$ cat config.mk
export PLATFORM = sky130hd
export DESIGN_NAME = odometer_meas_sequencer
export DESIGN_NICKNAME = d
export VERILOG_FILES = /design/src/rtl/odometer_meas_sequencer.sv
export SDC_FILE = /design/constraint.sdc
export NUM_CORES = 1
export LEC_CHECK = 0
export CAP_MARGIN = 20
export CORE_AREA = 2 2 154 156
export DETAILED_ROUTE_END_ITERATION = 16
export DIE_AREA = 0 0 156 158
export PLACE_DENSITY = 0.61
export SLEW_MARGIN = 15
export SYNTH_ARGS = -nofsm -noshare
export SYNTH_HDL_FRONTEND = slang
export SYNTH_SLANG_ARGS = --single-unit
export TNS_END_PERCENT = 20
$ cat constraint.sdc
create_clock -name CLK -period 7.78 [get_ports CLK]
set_input_delay 0.778 -clock CLK [delete_from_list [all_inputs] [get_ports CLK]]
set_output_delay 0.778 -clock CLK [all_outputs]
set_load 0.005 [all_outputs]
$ cat src/rtl/odometer_meas_sequencer.sv
// odometer_meas_sequencer
// Purpose: runs a bank of N_ODO stacked odometers through configure, stress,
// measure and read-out phases, then streams each instance's captured
// BF_COUNT over a valid/ready port.
// Ports:
//   CLK, RESETB            clock, synchronous active-low reset
//   GO, ABORT              start a run (idle only) / terminate a run
//   CFG_SEL, CFG_AC_DC,    run configuration, latched when GO is accepted
//   CFG_STRESS_CYC,
//   CFG_NUM_MEAS           (CFG_NUM_MEAS = 0 runs until ABORT)
//   LOAD                   one-cycle config latch pulse to the odometers
//   SEL_INV99/101/97,AC_DC latched configuration to the odometers
//   START                  stress oscillator enable
//   MEAS_TRIG              per-instance measurement trigger
//   BF_COUNT_IN            instance i count at [i*CNT_W +: CNT_W]
//   RES_VALID/READY/DATA/  result stream: count, instance index and
//   RES_ID/RES_SEQ         measurement index
//   BUSY, DONE             run in progress / normal-completion pulse
module odometer_meas_sequencer #(
   parameter  int unsigned N_ODO    = 4,
   parameter  int unsigned CNT_W    = 12,
   parameter  int unsigned MEAS_WIN = 1024,
   parameter  int unsigned SETTLE   = 8,
   localparam int unsigned ID_W     = (N_ODO > 1) ? $clog2(N_ODO) : 1
) (
   input  logic                   CLK,
   input  logic                   RESETB,
   input  logic                   GO,
   input  logic                   ABORT,
   input  logic [2:0]             CFG_SEL,
   input  logic                   CFG_AC_DC,
   input  logic [23:0]            CFG_STRESS_CYC,
   input  logic [7:0]             CFG_NUM_MEAS,
   output logic                   LOAD,
   output logic                   SEL_INV99,
   output logic                   SEL_INV101,
   output logic                   SEL_INV97,
   output logic                   AC_DC,
   output logic                   START,
   output logic [N_ODO-1:0]       MEAS_TRIG,
   input  logic [N_ODO*CNT_W-1:0] BF_COUNT_IN,
   output logic                   RES_VALID,
   input  logic                   RES_READY,
   output logic [CNT_W-1:0]       RES_DATA,
   output logic [ID_W-1:0]        RES_ID,
   output logic [7:0]             RES_SEQ,
   output logic                   BUSY,
   output logic                   DONE
);

   localparam int unsigned TMR_W = 24;

   typedef enum logic [2:0] {
      S_IDLE, S_LOADC, S_STRESS, S_MEAS, S_SETTLE, S_CAPT, S_DRAIN, S_FIN
   } state_t;

   state_t             state;
   logic [23:0]        stress_cyc;
   logic [7:0]         num_meas;
   logic [7:0]         meas_idx;
   logic [TMR_W-1:0]   tmr;
   logic [CNT_W-1:0]   cap [N_ODO];
   logic [TMR_W-1:0]   stress_last_c;
   logic [7:0]         meas_next_c;

   // A programmed stress length of 0 still gives one STRESS cycle.
   always_comb begin
      stress_last_c = '0;
      if (stress_cyc != '0) stress_last_c = stress_cyc - TMR_W'(1);
      meas_next_c = meas_idx + 8'd1;
   end

   // Sequencer: state, phase timer, capture buffer and registered outputs.
   always_ff @(posedge CLK) begin
      if (!RESETB) begin
         state      <= S_IDLE;
         stress_cyc <= '0;
         num_meas   <= '0;
         meas_idx   <= '0;
         tmr        <= '0;
         for (int i = 0; i < int'(N_ODO); i++) cap[i] <= '0;
         LOAD       <= 1'b0;
         SEL_INV99  <= 1'b0;
         SEL_INV101 <= 1'b0;
         SEL_INV97  <= 1'b0;
         AC_DC      <= 1'b0;
         START      <= 1'b0;
         MEAS_TRIG  <= '0;
         RES_VALID  <= 1'b0;
         RES_DATA   <= '0;
         RES_ID     <= '0;
         RES_SEQ    <= '0;
         BUSY       <= 1'b0;
         DONE       <= 1'b0;
      end else begin
         LOAD <= 1'b0;
         DONE <= 1'b0;
         if (state != S_IDLE && ABORT) begin
            // Abort drops everything in flight; configuration outputs persist.
            state     <= S_IDLE;
            START     <= 1'b0;
            MEAS_TRIG <= '0;
            RES_VALID <= 1'b0;
            BUSY      <= 1'b0;
         end else begin
            case (state)
               S_IDLE: begin
                  if (GO && !ABORT) begin
                     state      <= S_LOADC;
                     BUSY       <= 1'b1;
                     LOAD       <= 1'b1;
                     SEL_INV99  <= CFG_SEL[0];
                     SEL_INV101 <= CFG_SEL[1];
                     SEL_INV97  <= CFG_SEL[2];
                     AC_DC      <= CFG_AC_DC;
                     stress_cyc <= CFG_STRESS_CYC;
                     num_meas   <= CFG_NUM_MEAS;
                     meas_idx   <= '0;
                  end
               end
               S_LOADC: begin
                  state <= S_STRESS;
                  START <= 1'b1;
                  tmr   <= '0;
               end
               S_STRESS: begin
                  if (tmr == stress_last_c) begin
                     state     <= S_MEAS;
                     MEAS_TRIG <= '1;
                     tmr       <= '0;
                  end else begin
                     tmr <= tmr + TMR_W'(1);
                  end
               end
               S_MEAS: begin
                  if (tmr == TMR_W'(MEAS_WIN - 1)) begin
                     state     <= S_SETTLE;
                     MEAS_TRIG <= '0;
                     tmr       <= '0;
                  end else begin
                     tmr <= tmr + TMR_W'(1);
                  end
               end
               S_SETTLE: begin
                  if (tmr == TMR_W'(SETTLE - 1)) state <= S_CAPT;
                  else                           tmr   <= tmr + TMR_W'(1);
               end
               S_CAPT: begin
                  // Snapshot every instance and present instance 0 at once.
                  for (int i = 0; i < int'(N_ODO); i++)
                     cap[i] <= BF_COUNT_IN[i*CNT_W +: CNT_W];
                  RES_DATA  <= BF_COUNT_IN[CNT_W-1:0];
                  RES_ID    <= '0;
                  RES_SEQ   <= meas_idx;
                  RES_VALID <= 1'b1;
                  state     <= S_DRAIN;
               end
               S_DRAIN: begin
                  if (RES_READY) begin
                     if (RES_ID == ID_W'(N_ODO - 1)) begin
                        RES_VALID <= 1'b0;
                        meas_idx  <= meas_next_c;
                        tmr       <= '0;
                        if (num_meas != '0 && meas_next_c == num_meas) begin
                           state <= S_FIN;
                           START <= 1'b0;
                           DONE  <= 1'b1;
                        end else begin
                           state <= S_STRESS;
                        end
                     end else begin
                        // Next result follows the transfer with no bubble.
                        RES_ID   <= RES_ID + ID_W'(1);
                        RES_DATA <= cap[RES_ID + ID_W'(1)];
                     end
                  end
               end
               S_FIN: begin
                  state <= S_IDLE;
                  BUSY  <= 1'b0;
               end
               default: begin
                  state <= S_IDLE;
                  BUSY  <= 1'b0;
               end
            endcase
         end
      end
   end

endmodule

Word level (Yosys, flattened, before mapping)
Memory sizes are Yosys's and may differ from the RTL's.
Cells that the tools add are included.
{"block": "classes", "bitwise": 10, "addsub": 4, "n_eq_ne": 21, "mux": 48, "n_reduce_logical": 27}
{"operator": "two-way mux 24 bit", "n": 6}
{"operator": "case mux 24 bit (5 select lines)", "n": 1}
{"operator": "two-way mux 12 bit", "n": 6}
{"operator": "adder 24 x 1 -> 24 bit, second input constant", "n": 1}
{"operator": "equality test 24 x 10 -> 1 bit, second input constant", "n": 1}
{"operator": "equality test 24 bit", "n": 1}
{"operator": "equality test 24 x 3 -> 1 bit, second input constant", "n": 1}
{"operator": "two-way mux 8 bit", "n": 3}
{"operator": "case mux 12 bit (2 select lines)", "n": 1}
{"operator": "case mux 3 bit (8 select lines)", "n": 1}
{"operator": "nonzero test 24 bit", "n": 1}
{"operator": "subtractor 24 x 1 -> 24 bit, second input constant", "n": 1}
{"operator": "two-way mux 3 bit", "n": 7}
{"operator": "inequality test 2 bit, second input constant", "n": 9}
{"operator": "case mux 8 bit (2 select lines)", "n": 1}
{"operator": "two-way mux 1 bit", "n": 13}
{"operator": "equality test 3 bit, second input constant", "n": 4}
{"operator": "AND reduction 5 bit", "n": 2}
{"operator": "nonzero test 2 bit", "n": 5}
{"operator": "AND reduction 3 bit", "n": 3}
{"operator": "adder 8 x 1 -> 8 bit, second input constant", "n": 1}
{"operator": "equality test 8 bit", "n": 1}
{"operator": "two-way mux 4 bit", "n": 2}
{"operator": "case mux 4 bit (2 select lines)", "n": 1}
{"operator": "other kinds (21)", "n": 37}
{"block": "word_totals", "regBits": 102, "in_bits": 89, "wordCells": 129, "ram_bits": 48, "n_memories": 1}
{"name": "cap", "words": 4, "word_bits": 12, "read_ports": 1, "rd_ports_with_merged_regs": 0, "wr": 4, "line_no": "62", "source": "logic [CNT_W-1:0] cap [N_ODO];"}

Depth between registers and ports, before layout
Gate-level depths: netlist of run 1.
{"block": "depth", "ltp_word": 7, "depth_mapped": 13, "ltp_nobuf": 11}

Worst setup path before layout of run 1
Ideal clock, no wire load.
{"block": "synth_path", "kind": "register to register", "start": "register stress_cyc[0]", "end": "register tmr[22]", "t_arrival_ps": 3146, "path_stages_with_launch": 13, "synth_period_minus_slack_ps": 3268, "slack_ps": 4512, "required_ps": 7658, "path_cell_list": "dfxtp_1 inv_1 ha_1 nor3b_1 nand3_1 or3_1 mux2i_1 a2111o_1 nor4_4 and3_1 buf_6 nor2_2 o311a_1"}
{"block": "synth_between", "elab_chain_len": 5, "elab_cells_between_ends": 6, "cone_classes": "1 x add/sub; 1 x eq/ne; 3 x mux; 1 x reduce/logical"}
{"element": "start: declaration", "line_no": "58", "source": "logic [23:0] stress_cyc;"}
{"element": "start signal: assignment", "line_no": "77", "source": "stress_cyc <= '0;"}
{"element": "start signal: assignment", "line_no": "116", "source": "stress_cyc <= CFG_STRESS_CYC;"}
{"element": "subtractor 24 x 1 -> 24 bit or nonzero test 24 bit (tied branches)", "line_no": "69", "source": "if (stress_cyc != '0) stress_last_c = stress_cyc - TMR_W'(1);"}
{"element": "two-way mux 24 bit *", "line_no": "69"}
{"element": "equality test 24 bit *", "line_no": "127", "source": "if (tmr == stress_last_c) begin"}
{"element": "two-way mux 24 bit *", "line_no": "127"}
{"element": "case mux 24 bit (5 select lines) *", "line_no": "106", "source": "case (state)"}
{"element": "end signal: assignment", "line_no": "132", "source": "tmr <= tmr + TMR_W'(1);"}
{"element": "end signal: assignment", "line_no": "141", "source": "tmr <= tmr + TMR_W'(1);"}
{"element": "end signal: assignment", "line_no": "146", "source": "else tmr <= tmr + TMR_W'(1);"}
{"element": "end: declaration", "line_no": "61", "source": "logic [TMR_W-1:0] tmr;"}
Mark *: on every way between the ends. The rest lies on a longest branch, timed or not.
A chain may end at the register's enable or synchronous reset.

Final worst setup path of run 1
{"block": "layout_path", "start": "register stress_cyc[0]", "end": "register tmr[9]"}
The elaborated chain is that of the path after synthesis.

==> metrics.yaml, run 1 <==
status: "finished clean"
hpwl_um: 15390
grt_pass1_vias: 6759
crit_fanout: 11
avgSynthCellArea_sq_um: 8.656
fp-row-count: 56
insertion_delay_ps: 430
cts_setup_buffers: 0
finalSetupViolCount: 0
drc: 0
fillers: 2245
cts_buffer_depth: 2
via_per_inst: 5.439
ant_nets: 0
path_class: "flip-flop to flip-flop"
fin_crit_sh: 0.5415
ys_seq_elements: 147
grt_max_degree: 57
synth-main-ff-cell: "dfxtp_1"
antenna_found_initial: 0
num_antenna_cells: 0
grt_usage: 0.1764
met2_length_um: 9957
die_w_um: 156
rsz0062_at_grt: "no"
ir_drop_uv: 160.7
slew_headroom: 0.3660
path_clk_slew_ps: 70
ys_types: 73
fin_crit_ps: 4213
met1_length_um: 9987
postCtsHoldBufs: 0
nets: 1121
cts.sinks: 147
overflow: 0
cp.arrival_ps: 4490
root_buffer: "clkbuf_16"
hold_path.class: "flip-flop to flip-flop"
async_reset_ff_frac: 0
syn-cell-area_sq_um: 8128
multi_input_area_sq_um: 4355
htree_num_levels: 4
drv_cap: 0
num_vias: 7217
power.density_nw_per_um2: 237.0
grt_pass1_wl_um: 34650
tightest_slew_ps: 951.0
syn-num-nets: 1036
syn_inst: 939
synth_most_common_cell: "nand2_1"
cts_made_buffers: 17
synth_top_area_share: 0.2438
instances_no_fill: 1327
synth_top_cell_by_area: "dfxtp_1"
dp_cells: 1295
wl_um: 21680
start_util: 0.3526
finClkSkew_ps: 9.924
cp-end-kind: "flip-flop"
yosys_warnings: 0
worstPathRequired_ps: 8060
cts_resized: 0
startpoint_type: "flip-flop"
synth_edf_count: 48
die_h_um: 158
drv_slew: 0
drt-initial-drc-count: 611
power.leakage_nw: 3.553
port-buffer-count: 123
regArea_sq_um: 3423
core-area_sq_um: 23050
wl_met3_um: 1363
area_growth_syn_to_layout_pct: 24.26
fin_setup_tns_ps: 0
synth-seq-area-share: 0.4212
drive_above_1_share: 0.08197
die-area_sq_um: 24650
hold_viol_final: 0
cts_tree: "done"
top_layer_used: "met4"
fmax_mhz: 237.4
drtPass1Iterations: 5
wl_per_cell_um: 16.34
yosys-top-cells-area: "dfxtp_1 (24%), edfxtp_1 (18%), nand2_1 (6.9%)"
synthTopCellsByCount: "nand2_1 (150), dfxtp_1 (99), nor2_1 (73), a21oi_1 (62), and2_1 (52)"
gp_congestion: 0.9067
ios: 124
## placed cells by master, fill, tap and decap left out, drive strengths merged, types with 22 or more instances in the layout
cell	instances
nand2	150
clkdlybuf4s50	123
dfxtp	99
nor2	74
a21oi	62
and2	52
edfxtp	48
nand3	43
o21ai	34
inv	32
nor3	22
## cell type report
| type | instances | area share |
|---|---|---|
| sequential | 147 | 0.3389 |
| tap | 290 | 0.03593 |
| clock buffer | 17 | 0.04212 |
| timing repair buffer | 131 | 0.1278 |
| clock inverter | 15 | 0.01573 |
| multi-input combinational | 705 | 0.4312 |
| inverter | 22 | 0.008176 |
## report_power, final
group,switching (mW),internal (mW),leakage [nW]
combinational,0.406,0.282,1.97
sequential,0.0460,0.830,1.30
clock,0.373,0.456,0.288
## stage by stage
stage                     instance area (sq um)  utilization  hold slack (ps)  setup WS, ps  power [mW]
after floorplan                            8128            -            450.4          4512       1.383
after CTS                                 10090       0.4378            460.8          3598       2.403
after global placement                     9508       0.4125            442.5          3679       1.573
after global routing                      10100       0.4381            487.1          3204       2.507
after detailed placement                   9508       0.4125            451.4          3606       1.573
final                                     10100       0.4381            457.4          3567       2.393
## layer usage
layer | up-vias | global-route usage
met5 | - | 0
met4 | 0 | 0.05985
met3 | 31 | 0.03668
met2 | 248 | 0.2798
met1 | 3366 | 0.2402
li1 | 3572 | -
## worst max-delay path, cell delays in order (launching register included)
cell	delay, ps
dfxtp_1	370
inv_1	80
ha_1	180
nor3b_1	520
nand3_1	350
or3_1	480
mux2i_1	150
a2111o_1	380
nor4_4	300
nand3_1	460
a31oi_1	600
o221ai_1	200
## flip-flops by register name, summed over array words and instances (netlist names)
name        count
cap            48
stress_cyc     24
tmr            24
RES_DATA       12
RES_SEQ         8
meas_idx        8
num_meas        8
state           3
RES_ID          2
AC_DC           1
BUSY            1
DONE            1
LOAD            1
MEAS_TRIG       1
RES_VALID       1
SEL_INV101      1
SEL_INV97       1
SEL_INV99       1
START           1
## worst paths after layout
kind | start | depth (start not counted) | slack [ps] | end
max | stress_cyc[0] | 11 | 3570 | tmr[9]
min | SEL_INV101 | 2 | 460 | SEL_INV101
max reg2reg | stress_cyc[0] | 11 | 3570 | tmr[9]
min reg2reg | SEL_INV101 | 2 | 460 | SEL_INV101
## kinds of logic after synthesis
group | count (synthesis) | share of synthesized area
buffers and inverters | 87 | 0.04526
adders and majority gates | 8 | 0.01232
and+or+nand+nor | 443 | 0.2768
xor gates and xnor gates | 29 | 0.03294
muxes | 20 | 0.04341
AOI/OAI and AO/OA | 205 | 0.1681
DFF | 147 | 0.4212
(Power assumes the default switching activity.)
==> run 2: changes to the inputs <==
==> constraint.sdc (replaced) <==
create_clock -name CLK -period 4 [get_ports CLK]
set_input_delay 0.4 -clock CLK [delete_from_list [all_inputs] [get_ports CLK]]
set_output_delay 0.4 -clock CLK [all_outputs]
set_load 0.005 [all_outputs]
==> metrics.yaml, run 2 (synthesis results as in run 1) <==
p_total_mw: 4.698
power.density_nw_per_um2: 459.5
tightest_slew_ps: 757.9
area_growth_syn_to_layout_pct: 25.79
dp_cells: 1310
htree_num_levels: 4
cts_made_buffers: 17
finalSetupViolCount: 0
grt_pass1_wl_um: 35250
power.leakage_nw: 3.631
fin_crit_sh: 0.8762
ios: 124
regArea_sq_um: 3423
fin_setup_tns_ps: 0
nets: 1136
drv_cap: 0
path_class: "flip-flop to flip-flop"
hold_path.class: "flip-flop to flip-flop"
fin_util: 0.4435
hold_ws_ps: 457.7
crit_slowest_cell: "nor4_4"
core-area_sq_um: 23050
cp_top_family: "simple AND/OR/NAND/NOR gates"
place_ws_ps: 549.3
top_regs: "cap (48), stress_cyc (24), tmr (24)"
cts_resized: 0
grt_max_degree: 57
cp.arrival_ps: 3830
drv_slew: 0
path_clk_slew_ps: 70
gp_congestion: 0.9133
drive_above_1_share: 0.09506
reg2regPathDepth: 9
die-area_sq_um: 24650
fmax_mhz: 285.3
hpwl_um: 15890
place_area_sq_um: 9620
cp-end-kind: "flip-flop"
antenna_found_initial: 0
num_vias: 7280
fin_ws_ps: 495.4
mostFrequentLayoutCell: "nand2_1"
ir_drop_uv: 281.0
num_antenna_cells: 0
wl_per_cell_um: 16.69
final_area_sq_um: 10220
insertion_delay_ps: 450
path_cells: "nor4_4 -> nand4_2 -> or2_1 -> a211oi_2 -> o311ai_1 -> nor4_2 -> and3_1 -> nor2_2 -> o311a_1"
reg2reg_to: "tmr[22]"
multi_input_area_sq_um: 4348
drtPass1Iterations: 5
top_register: "cap"
cts_tree: "done"
start_util: 0.3526
rsz0062_at_grt: "no"
hold_viol_final: 0
worstSetupStartpoint: "stress_cyc[8]"
die_h_um: 158
rr_startpoint: "stress_cyc[8]"
fin_crit_ps: 3505
wl_um: 22390
slew_headroom: 0.4929
fp-row-count: 56
setup.worst_path.end: "tmr[22]"
max_stage_delay_ps: 530
ant_nets: 0
reg2reg_slack_ps: 500
die_w_um: 156
largest_reg_flops: 48
via_per_inst: 5.425
finClkSkew_ps: 14.04
cts_buffer_depth: 2
final_cell_mix: "nand2_1 (150), clkdlybuf4s50_1 (123), dfxtp_1 (99), nor2_1 (72), a21oi_1 (61)"
drt-initial-drc-count: 699
fillers: 2202
root_buffer: "clkbuf_16"
postCtsHoldBufs: 0
cts_setup_buffers: 0
drc: 0
cts.sinks: 147
startpoint_type: "flip-flop"
status: "finished clean"
port-buffer-count: 123
grt_usage: 0.1829
path_depth: 9
overflow: 0
instances_no_fill: 1342
worstPathRequired_ps: 4320
critical_path_buf_inv_count: 0
crit_fanout: 10
grt_pass1_vias: 6663
## run 2: report_power, final
part | total, mW | internal (mW) | switching [mW]
clock | 1.63 | 0.846 | 0.786
combinational | 1.36 | 0.574 | 0.786
sequential | 1.71 | 1.61 | 0.0921
total | 4.70 | 3.03 | 1.66
## run 2: worst min path at each step
stage	startpoint	to	slack (ps)	cells past startpoint
floorplan	num_meas[4]	num_meas[4]	450	2
global placement	SEL_INV101	SEL_INV101	440	2
detailed placement	SEL_INV101	SEL_INV101	450	2
CTS	SEL_INV101	SEL_INV101	460	2
global route	SEL_INV101	SEL_INV101	480	2
finish	SEL_INV101	SEL_INV101	460	2
## run 2: layer usage
metal / track usage / up-vias / share of wire
met5: 0 / - / 0
li1: - / 3610 / -
met1: 0.2389 / 3395 / 0.46
met3: 0.04763 / 41 / 0.063
met2: 0.2944 / 234 / 0.46
met4: 0.06291 / 0 / 0.020
## run 2: tightest hold or removal path: stages (launching register included)
cell and delay (ps):
dfxtp_1 310, nand2_1 50, a21oi_1 50
## run 2: area by class of cell
type	count	share of cell area
multi-input cells	705	0.4253
clock inverters	15	0.01738
clock buffers	17	0.04161
well taps	290	0.03549
inverters	22	0.008077
flip-flops and latches	147	0.3348
repair buffers	146	0.1373
